<file path="src/rtl/pio_key_sw_in_if.sv">
// pio_key_sw_in_if: Avalon-MM slave bus of the KEY/SW input PIO.
// The HPS lightweight bridge drives the master side and the PIO is the slave.
interface pio_key_sw_in_if;
    logic [1:0]  address;
    logic        read;
    logic        write;
    logic [31:0] writedata;
    logic [31:0] readdata;

    modport master (output address, read, write, writedata, input readdata);
    modport slave  (input address, read, write, writedata, output readdata);
endinterface

</file>
<file path="src/rtl/pio_key_sw_in.sv">
// pio_key_sw_in: input-direction PIO for the board KEY/SW levels.
// Each bit is synchronised, debounced and edge-captured. Captured edges that
// are unmasked raise a level interrupt towards the HPS.
// Register map: 0 DATA (debounced), 1 IRQ_MASK, 2 EDGE_CAPTURE (W1C), 3 RAW.
// Build option: define PIO_IN_DEBOUNCE_EN to include the per-bit debounce
// counters. Without it, the debounced value simply follows the synchroniser.
module pio_key_sw_in #(
    parameter int              WIDTH           = 8,
    parameter int              DEBOUNCE_CYCLES = 500000,
    parameter int              CNT_W           = 20,
    parameter int              EDGE_TYPE       = 1,
    parameter logic [WIDTH-1:0] RESET_VAL      = WIDTH'('h0F)
) (
    input  logic               clk,
    input  logic               reset_n,
    pio_key_sw_in_if.slave     avs,
    input  logic [WIDTH-1:0]   in_port,
    output logic               irq
);

    logic [WIDTH-1:0] r_sync1;
    logic [WIDTH-1:0] r_sync2;
    logic [WIDTH-1:0] r_stable;
    logic [WIDTH-1:0] r_prev;
    logic [WIDTH-1:0] r_mask;
    logic [WIDTH-1:0] r_edge;
    logic [31:0]      r_readdata;
    logic             r_irq;

    logic [WIDTH-1:0] w_rise;
    logic [WIDTH-1:0] w_fall;
    logic [WIDTH-1:0] w_edge;
    logic [WIDTH-1:0] w_w1c;
    logic             w_mask_wr;
    logic [31:0]      w_rdata;
    logic             w_unused_wdata;

    // Two-flop synchroniser for the asynchronous board inputs.
    always_ff @(posedge clk or negedge reset_n) begin
        if (!reset_n) begin
            r_sync1 <= RESET_VAL;
            r_sync2 <= RESET_VAL;
        end else begin
            r_sync1 <= in_port;
            r_sync2 <= r_sync1;
        end
    end

`ifdef PIO_IN_DEBOUNCE_EN
    localparam logic [CNT_W-1:0] CNT_LAST = CNT_W'(DEBOUNCE_CYCLES - 1);

    logic [CNT_W-1:0] r_cnt [WIDTH];

    // Per-bit debounce: a new level is accepted only after it persists long enough.
    always_ff @(posedge clk or negedge reset_n) begin
        if (!reset_n) begin
            r_stable <= RESET_VAL;
            for (int i = 0; i < WIDTH; i++) begin
                r_cnt[i] <= '0;
            end
        end else begin
            for (int i = 0; i < WIDTH; i++) begin
                if (r_sync2[i] == r_stable[i]) begin
                    r_cnt[i] <= '0;
                end else if (r_cnt[i] == CNT_LAST) begin
                    r_stable[i] <= r_sync2[i];
                    r_cnt[i]    <= '0;
                end else begin
                    r_cnt[i] <= r_cnt[i] + CNT_W'(1);
                end
            end
        end
    end
`else
    // Without debounce the accepted level follows the synchroniser output.
    always_ff @(posedge clk or negedge reset_n) begin
        if (!reset_n) begin
            r_stable <= RESET_VAL;
        end else begin
            r_stable <= r_sync2;
        end
    end
`endif

    assign w_rise    = ~r_prev & r_stable;
    assign w_fall    = r_prev & ~r_stable;
    assign w_edge    = (EDGE_TYPE == 0) ? w_rise :
                       (EDGE_TYPE == 1) ? w_fall : (w_rise | w_fall);
    assign w_w1c     = (avs.write && (avs.address == 2'd2)) ? avs.writedata[WIDTH-1:0] : '0;
    assign w_mask_wr = avs.write && (avs.address == 2'd1);

    assign w_unused_wdata = ^avs.writedata[31:WIDTH];

    // Edge capture is sticky; a new edge overrides a simultaneous W1C clear.
    always_ff @(posedge clk or negedge reset_n) begin
        if (!reset_n) begin
            r_prev <= RESET_VAL;
            r_edge <= '0;
        end else begin
            r_prev <= r_stable;
            r_edge <= (r_edge & ~w_w1c) | w_edge;
        end
    end

    // Interrupt mask register, written from the bus.
    always_ff @(posedge clk or negedge reset_n) begin
        if (!reset_n) begin
            r_mask <= '0;
        end else if (w_mask_wr) begin
            r_mask <= avs.writedata[WIDTH-1:0];
        end
    end

    // Read mux; unused upper bits return zero.
    always_comb begin
        w_rdata = '0;
        case (avs.address)
            2'd0:    w_rdata[WIDTH-1:0] = r_stable;
            2'd1:    w_rdata[WIDTH-1:0] = r_mask;
            2'd2:    w_rdata[WIDTH-1:0] = r_edge;
            default: w_rdata[WIDTH-1:0] = r_sync2;
        endcase
    end

    // Read data is registered on the read strobe and held otherwise.
    always_ff @(posedge clk or negedge reset_n) begin
        if (!reset_n) begin
            r_readdata <= '0;
        end else if (avs.read) begin
            r_readdata <= w_rdata;
        end
    end

    // Level interrupt: any captured edge that is also unmasked.
    always_ff @(posedge clk or negedge reset_n) begin
        if (!reset_n) begin
            r_irq <= 1'b0;
        end else begin
            r_irq <= |(r_edge & r_mask);
        end
    end

    assign avs.readdata = r_readdata;
    assign irq          = r_irq;

endmodule

</file>
<file path="src/flat_wrapper.sv">
// flat-port wrapper written by rule: the top's interface ports become plain ports
module pio_key_sw_in_flat 
#(
    parameter int              WIDTH           = 8,
    parameter int              DEBOUNCE_CYCLES = 500000,
    parameter int              CNT_W           = 20,
    parameter int              EDGE_TYPE       = 1,
    parameter logic [WIDTH-1:0] RESET_VAL      = WIDTH'('h0F)
)
  (clk, reset_n, in_port, irq, avs_address, avs_read, avs_write, avs_writedata, avs_readdata);
  pio_key_sw_in_if avs_i ();
  input  logic clk;
  input  logic reset_n;
  input  logic [WIDTH-1:0] in_port;
  output logic irq;
  input wire logic [$bits(avs_i.address)-1:0] avs_address;
  input wire logic [$bits(avs_i.read)-1:0] avs_read;
  input wire logic [$bits(avs_i.write)-1:0] avs_write;
  input wire logic [$bits(avs_i.writedata)-1:0] avs_writedata;
  output wire logic [$bits(avs_i.readdata)-1:0] avs_readdata;
  assign avs_i.address = avs_address;
  assign avs_i.read = avs_read;
  assign avs_i.write = avs_write;
  assign avs_i.writedata = avs_writedata;
  assign avs_readdata = avs_i.readdata;
  pio_key_sw_in #(.WIDTH(WIDTH), .DEBOUNCE_CYCLES(DEBOUNCE_CYCLES), .CNT_W(CNT_W), .EDGE_TYPE(EDGE_TYPE), .RESET_VAL(RESET_VAL)) u_core (.clk(clk), .reset_n(reset_n), .avs(avs_i), .in_port(in_port), .irq(irq));
endmodule
</file>
<file path="config.mk">
export PLATFORM = sky130hd
export DESIGN_NAME = pio_key_sw_in_flat
export DESIGN_NICKNAME = d
export VERILOG_FILES = /design/src/rtl/pio_key_sw_in_if.sv /design/src/rtl/pio_key_sw_in.sv /design/src/flat_wrapper.sv
export SDC_FILE = /design/constraint.sdc
export NUM_CORES = 1
export LEC_CHECK = 0
export ABC_AREA = 1
export BUFFER_PORTS_ARGS = -buffer_cell sky130_fd_sc_hd__buf_2
export CORE_ASPECT_RATIO = 1.4
export CORE_MARGIN = 2
export CORE_UTILIZATION = 29
export CTS_BUF_LIST = sky130_fd_sc_hd__clkbuf_8
export CTS_CLUSTER_SIZE = 30
export DETAILED_ROUTE_END_ITERATION = 8
export MAX_ROUTING_LAYER = met4
export PLACE_DENSITY = 0.64
export SLEW_MARGIN = 20
export SYNTH_ARGS = -nofsm -noshare
export SYNTH_HDL_FRONTEND = slang
export SYNTH_SLANG_ARGS = --single-unit
</file>
<file path="constraint.sdc">
create_clock -name clk -period 0.85 [get_ports clk]
set_input_delay 0.0425 -clock clk [delete_from_list [all_inputs] [get_ports clk]]
set_output_delay 0.0425 -clock clk [all_outputs]
set_load 0.05 [all_outputs]
</file>
Yosys cells after proc, flatten, opt, wreduce, memory -nomap -nowiden
Index checks and enable logic that the tools add are counted.

Bits of input ports: 46. Bits in registers: 57.

Bitwise operators: 6. Multiplexer cells: 2. Equal/unequal tests: 2. Reduce and logical (&&, ||, !) cells: 4.

Operators with widths (count): $and A8 B8 Y8 (3); $pmux W8 S3 (1); $not A8 Y8 (2); $mux W8 (1); $or A8 B8 Y8 (1); $reduce_or A8 Y1 (1); $eq A2 B1 Y1 const B (1); $eq A2 B2 Y1 const B (1); $logic_and A1 B1 Y1 (2); $logic_not A2 Y1 (1).

Logic depth before layout (Yosys ltp)
Gate-level depths: netlist of run 1.

Depth in word-level cells: 6. Depth in mapped cells: 6. Depth with buffers taken out: 5.

Worst setup path after synthesis of run 1
Ideal clock, no wire load.

Path kind: register -> register. Start point: reg u_core.avs.readdata[0] (netlist name). End point: reg u_core.r_readdata[0] (netlist: u_core.avs.readdata[0]). Stages on the path, launching flop included: 3. Data required time: 0.732 ns. Library setup time: 0.118 ns. Slack: 0.014 ns. Clock period less this slack: 0.836 ns. Arrival time: 0.718 ns. Buffers on the path: 0. Path through: dfrtp_1 > nand2_1 > nand2_1.

RTL lines: end signal: assignment (line pio_key_sw_in.sv:130) `r_readdata <= w_rdata;`; end: declaration (line pio_key_sw_in.sv:27) `logic [31:0] r_readdata;`.

Final worst setup path of run 1
Start point: reg u_core.r_readdata[5] (netlist: u_core.avs.readdata[5]). End point: out avs_readdata[5].

RTL lines: end: declaration (line flat_wrapper.sv:20) `output wire logic [$bits(avs_i.readdata)-1:0] avs_readdata;`.

No word-level cell between the ends.

==> results.json, run 1 <==
{
  "cts_tree": "built",
  "drtIter0Drc": 70,
  "syn_avg_cell_area_um2": 9.932,
  "vias": 1618,
  "violations": "setup timing",
  "pwr_density_cell_nw_per_um2": 2184,
  "io_pins": 79,
  "min_path_cells": 3,
  "r2r_slack_ps": -10,
  "irDropWorstVdd_v": 0.001196,
  "switching_share": 0.2979,
  "crit_path_max_fanout": 2,
  "htreeDepth": 3,
  "crit_chain": "buf_6",
  "fin_nets": 339,
  "timing.rr.end": "u_core.avs.readdata[7]",
  "synth-edff-count": 0,
  "antenna_found_initial": 0,
  "routed_wl_um": 4420,
  "core_area_um2": 7655,
  "critPathKind": "register to output port",
  "holdPathEnd": "u_core.r_mask[3]",
  "fin_crit_ps": 921.4,
  "rsz0062_at_grt": "true",
  "hp-class": "input port to register",
  "die_w_um": 78.52,
  "outcome": "finished with violations",
  "cp-start-kind": "register",
  "clkPwrFrac": 0.338,
  "skew_ps": 10.29,
  "period_share": 1.084,
  "drv_slew": 0,
  "drive_gt1_frac": 0.2886,
  "rr_worst_depth": 4,
  "syn_area_um2": 2255,
  "multi_input_area_um2": 641.9,
  "seqCellArea_um2": 1446,
  "grt_max_degree": 41,
  "worstHoldStart": "avs_writedata[3]",
  "grt_pass1_wl_um": 7265,
  "synth-main-ff-cell": "dfrtp_1",
  "insertion_delay_ps": 330,
  "nFillCells": 756,
  "hold_viol_final": 0,
  "overflow": 0,
  "finalHoldWorstSlack_ps": 15.19,
  "cp_top_family": "flip-flops",
  "clkSinkCount": 57,
  "grt_pass1_vias": 1510,
  "cts_buffers": 9,
  "synth_top_area_cell": "dfrtp_1",
  "worstSetupStartpoint": "u_core.avs.readdata[5]",
  "start_util": 0.2945,
  "cts_buffer_depth": 2,
  "wl_per_cell_um": 11.11,
  "n_antenna_cell": 0,
  "p_leak_nw": 1.455,
  "required_ps": 810,
  "antenna_left": 0,
  "clock.fmax_ghz": 1.085,
  "cp.arrival_ps": 880,
  "drc": 0,
  "switching_power_w": 0.001926,
  "synth_top_cells_by_count": "51 x nand2_1, 41 x dfrtp_1, 32 x o21ai_0, 25 x buf_4",
  "slowest_delay_ps": 390,
  "setup_ws_ps": -71.36,
  "power_frac_comb": 0.179,
  "rr_startpoint": "u_core.r_edge[7]",
  "critPathCaptureType": "output port",
  "synth.most_common_cell": "nand2_1",
  "p_int_w": 0.004539,
  "netlist.area_leader.share": 0.4550,
  "cp.buffers_inverters": 1,
  "seqPwrFrac": 0.483,
  "clkSlewWorstSetupHoldPaths_ps": 70,
  "dp.cells": 364,
  "track_usage": 0.1158,
  "synthCells": 227,
  "die_h_um": 108.3,
  "die_area_um2": 8506,
  "synth-seq-cells": 57,
  "rows": 38,
  "portBuffers": 30,
  "cap_violations": 0,
  "gp_congestion": 0.8783,
  "clockRootBuffer": "clkbuf_8",
  "synthArstFlopShare": 1.000,
  "yosysWarnings": 0,
  "dp_hpwl_um": 3037,
  "setup_violations": 12,
  "final-instance-count-excl-fill": 398,
  "yosysSeqAreaShare": 0.6415,
  "cp_slowest_cell": "dfrtp_1",
  "syn_to_final_growth_pct": 31.30,
  "viasPerCell": 4.065,
  "synth.distinct_cells": 15,
  "drt_pass1_iterations": 4,
  "yosys-top-cells-area": "dfrtp_1 46%, dfstp_2 19%, nand2_1 8.5%, buf_4 8.3%, o21ai_0 7.1%"
}
[layout make-up]
| class | count | area share |
|---|---|---|
| sequential | 57 | 0.4886 |
| clock inverter | 5 | 0.007608 |
| multi-input combinational | 145 | 0.2168 |
| timing repair buffer | 61 | 0.1695 |
| tap | 100 | 0.04227 |
| inverter | 19 | 0.02409 |
| clock buffer | 11 | 0.05114 |
[through the flow]
step                area (µm²)  setup TNS, ps  power (W)  setup slack (ps)    util
finish                    2960         -584.5   0.006465            -71.36  0.3867
global placement          2532         -181.5   0.004135            -41.21  0.3308
detailed placement        2532         -445.3   0.004154            -66.00  0.3308
floorplan                 2341              0   0.003914             14.44       -
CTS                       2913         -810.2   0.006521            -92.30  0.3805
global route              2960          -1370   0.006819            -112.6  0.3867
[logic make-up (layout without fill, tap and decap cells)]
kind of cell / Yosys count / after routing / synth area share
other cells: 1 / 24 / 0.001663
buf+inv: 48 / 96 / 0.1232
flops: 57 / 57 / 0.6415
compound gates: 33 / 33 / 0.07325
simple gates: 88 / 88 / 0.1604
[worst max path at each step]
stage | end | slack (ps) | cells after the start
2_1_floorplan | u_core.avs.readdata[0] | 10 | 2
3_3_place_gp | u_core.avs.readdata[7] | -40 | 6
3_5_place_dp | u_core.avs.readdata[7] | -70 | 6
4_1_cts | avs_readdata[4] | -90 | 1
5_1_grt | avs_readdata[6] | -110 | 1
6_report | avs_readdata[5] | -70 | 1
[layer usage]
layer | up-vias | global-route usage | part of all wire
met1 | 758 | 0.1426 | 0.44
met4 | 0 | 0.06391 | 0.024
met2 | 52 | 0.1722 | 0.49
li1 | 800 | - | -
met3 | 8 | 0.03172 | 0.048
met5 | - | - | 0
[power by group through the flow]
stage | Sequential (W) | Clock (W) | Combinational [W]
finish | 0.00312 | 0.00219 | 0.00115
global route | 0.00315 | 0.00240 | 0.00126
CTS | 0.00312 | 0.00227 | 0.00113
detailed placement | 0.00315 | 0 | 0.00100
global placement | 0.00314 | 0 | 0.000998
floorplan | 0.00331 | 0 | 0.000600
[flip-flops by register name, summed over array words and instances, names as in the netlist]
register	cells
u_core.r_edge	8
u_core.irq	1
u_core.r_mask	8
u_core.r_sync2	8
u_core.avs.readdata	8
u_core.r_prev	8
u_core.r_sync1	8
u_core.r_stable	8
[cell usage in the layout (no fill, tap or decap), drive strengths merged]
cell,n
buf,46
inv,21
nor2,18
dfstp,16
dfrtp,41
a21oi,1
clkinv,3
nand2,51
dlygate4sd3,15
clkbuf,11
nand3,19
conb,24
o21ai,32
[timing repair]
action / in CTS / in global routing
pin swaps: 1 / 0
hold endpoints to repair: 55 / 0
setup endpoints to repair: 17 / 18
buffers inserted: 0 / 3
gates resized for setup: 26 / 7
cloned: 0 / 0
hold buffers: 15 / 0
Note: power is estimated with default switching activity, not from simulation.
==> run 2: changes to the inputs <==
--- a/config.mk
+++ b/config.mk
@@ -5,16 +5,15 @@
 export SDC_FILE = /design/constraint.sdc
 export NUM_CORES = 1
 export LEC_CHECK = 0
-export ABC_AREA = 1
-export BUFFER_PORTS_ARGS = -buffer_cell sky130_fd_sc_hd__buf_2
 export CORE_ASPECT_RATIO = 1.4
 export CORE_MARGIN = 2
 export CORE_UTILIZATION = 29
 export CTS_BUF_LIST = sky130_fd_sc_hd__clkbuf_8
 export CTS_CLUSTER_SIZE = 30
 export DETAILED_ROUTE_END_ITERATION = 8
+export DONT_BUFFER_PORTS = 1
 export MAX_ROUTING_LAYER = met4
-export PLACE_DENSITY = 0.64
+export PLACE_DENSITY = 0.55
 export SLEW_MARGIN = 20
 export SYNTH_ARGS = -nofsm -noshare
 export SYNTH_HDL_FRONTEND = slang
==> run 2 against run 1 <==
  * The run ends with hold timing, setup timing left
  * Largest power group unchanged
  * Utilization is 1.4 points lower
  * Clock-buffer cell count is 1 lower
  * Non-clock buffer count is 25 lower
  * Area after synthesis is 1.3% higher
==> results.json, run 2 <==
{
  "cp_slowest_cell": "dfrtp_2",
  "p_leak_nw": 1.291,
  "vias": 1308,
  "outcome": "finished with violations",
  "crit_path_max_fanout": 2,
  "nFillCells": 776,
  "cts_tree": "built",
  "core_area_um2": 7702,
  "start_util": 0.2966,
  "drive_gt1_frac": 0.3561,
  "period_share": 1.112,
  "drtIter0Drc": 48,
  "synth_top_cells_by_count": "41 x dfrtp_1, 24 x buf_4, 16 x dfstp_2, 16 x mux2i_1, 9 x nand2b_1",
  "syn_avg_cell_area_um2": 14.28,
  "irDropWorstVdd_v": 0.001114,
  "fin_nets": 246,
  "wl_per_cell_um": 14.67,
  "antenna_found_initial": 0,
  "dp_hpwl_um": 2773,
  "drv_slew": 0,
  "overflow": 0,
  "die_area_um2": 8614,
  "cts_hold_buf": 19,
  "hold_viol_final": 72,
  "cap_violations": 0,
  "drt_pass1_iterations": 4,
  "io_pins": 79,
  "pwr_density_cell_nw_per_um2": 2366,
  "clockRootBuffer": "clkbuf_8",
  "setup_ws_ps": -94.93,
  "synth-edff-count": 0,
  "post-route-util": 0.3730,
  "netlist.area_leader.share": 0.4491,
  "fin_crit_ps": 944.9,
  "clkSinkCount": 57,
  "power_w": 0.006798,
  "synth.most_common_cell": "dfrtp_1",
  "antenna_left": 0,
  "mostFrequentLayoutCells": "33 x dfrtp_1, 24 x conb_1, 17 x dlygate4sd3_1",
  "htreeDepth": 3,
  "clkSlewWorstSetupHoldPaths_ps": 70,
  "portBuffers": 0,
  "synth.distinct_cells": 18,
  "yosys-top-cells-area": "dfrtp_1 45%, dfstp_2 18%, buf_4 7.9%, mux2i_1 7.0%, mux2_2 3.9%",
  "die_h_um": 109.0,
  "gp_congestion": 0.7310,
  "cp.buffers_inverters": 1,
  "routed_wl_um": 4474,
  "drc": 0,
  "yosysWarnings": 0,
  "synth_top_area_cell": "dfrtp_1",
  "cts_buffers": 9,
  "synthCells": 160,
  "rsz0062_at_grt": "true",
  "grt_pass1_wl_um": 6989,
  "synthArstFlopShare": 1.000,
  "critPathCaptureType": "output port",
  "crit_chain": "buf_6",
  "grt_pass1_vias": 1328,
  "die_w_um": 79.02,
  "rows": 38,
  "finalHoldWorstSlack_ps": -602.7,
  "cp_top_family": "flip-flops",
  "syn_area_um2": 2285,
  "n_antenna_cell": 0,
  "final_common_cell": "dfrtp_1",
  "viasPerCell": 4.289,
  "synth-seq-cells": 57,
  "skew_ps": 7.223,
  "slowest_delay_ps": 410,
  "yosysSeqAreaShare": 0.6331,
  "critPathKind": "register to output port",
  "setup_violations": 19,
  "cts_buffer_depth": 2,
  "required_ps": 810,
  "violations": "hold timing, setup timing",
  "hp-class": "input port to asynchronous set/reset pin",
  "clock.fmax_ghz": 1.058,
  "cp-start-kind": "register",
  "insertion_delay_ps": 330,
  "syn_to_final_growth_pct": 25.74,
  "cp.arrival_ps": 900,
  "synth-main-ff-cell": "dfrtp_1",
  "grt_max_degree": 58,
  "track_usage": 0.1165
}
==> run 2: changes by cell type after synthesis, moves of 10 or more <==
cell / change
inv_1: -10
mux2i_1: +16
nand2_1: -50
nand3_1: -18
nor2_1: -17
o21ai_0: -32
==> run 2: routing by layer <==
layer / track usage / vias to the layer above / wire (µm)
li1: - / 600 / -
met1: 0.1419 / 646 / 1896
met2: 0.1628 / 55 / 2122
met3: 0.05464 / 7 / 388
met4: 0.05542 / 0 / 67
met5: - / - / 0
==> run 2: cells by family after synthesis <==
| group | Yosys count | synth area share |
|---|---|---|
| flops | 57 | 0.6331 |
| buf+inv | 38 | 0.1128 |
| mux | 24 | 0.1095 |
| compound gates | 20 | 0.07448 |
| simple gates | 20 | 0.06846 |
| other cells | 1 | 0.001641 |
==> run 2: timing repair <==
action | 4_1_cts | 5_1_grt
gates cloned | 0 | 0
endpoints found under the setup margin | 20 | 26
endpoints found under the hold margin | 89 | 72
pin swaps | 3 | 4
buffers inserted | 1 | 5
gates resized for setup | 13 | 6
==> run 2: final cells by class <==
type / count / area (µm²) / share of cell area
tap: 100 / 125.1 / 0.04355
multi-input combinational: 88 / 705.7 / 0.2456
sequential: 57 / 1456 / 0.5070
clock buffer: 10 / 137.6 / 0.04791
clock inverter: 6 / 57.56 / 0.02003
timing repair buffer: 36 / 360.3 / 0.1254
inverter: 8 / 30.03 / 0.01045
==> run 2: path summary, 6_finish.rpt <==
check	startpoint	end	slack, ps	cells past startpoint
setup / recovery	u_core.avs.readdata[4]	avs_readdata[4]	-90	1
hold / removal	reset_n	u_core.avs.readdata[3]	-600	0
setup reg to reg	u_core.r_stable[0]	u_core.r_edge[0]	-40	2
hold reg to reg	u_core.r_sync1[5]	u_core.r_sync2[5]	350	0
max in group asynchronous	reset_n	u_core.r_stable[1]	1250	0
min in group clk	avs_address[0]	u_core.r_edge[7]	-60	2
==> run 2: power breakdown <==
group | leakage [nW] | internal [W] | switching (W) | total (W)
Sequential | 0.625 | 0.00300 | 0.000187 | 0.00319
Combinational | 0.565 | 0.000471 | 0.000659 | 0.00113
Clock | 0.102 | 0.00141 | 0.00107 | 0.00248
==> run 2: stage by stage <==
stage | TNS, ps | cell area [µm²] | instances | setup WS (ps)
finish | -1018 | 2873 | 305 | -94.93
global route | -1934 | 2873 | 305 | -132.9
global placement | -116.5 | 2361 | 264 | -25.90
CTS | -1702 | 2809 | 300 | -127.5
detailed placement | -209.7 | 2361 | 264 | -41.27
floorplan | -3.619 | 2381 | 183 | -0.9047
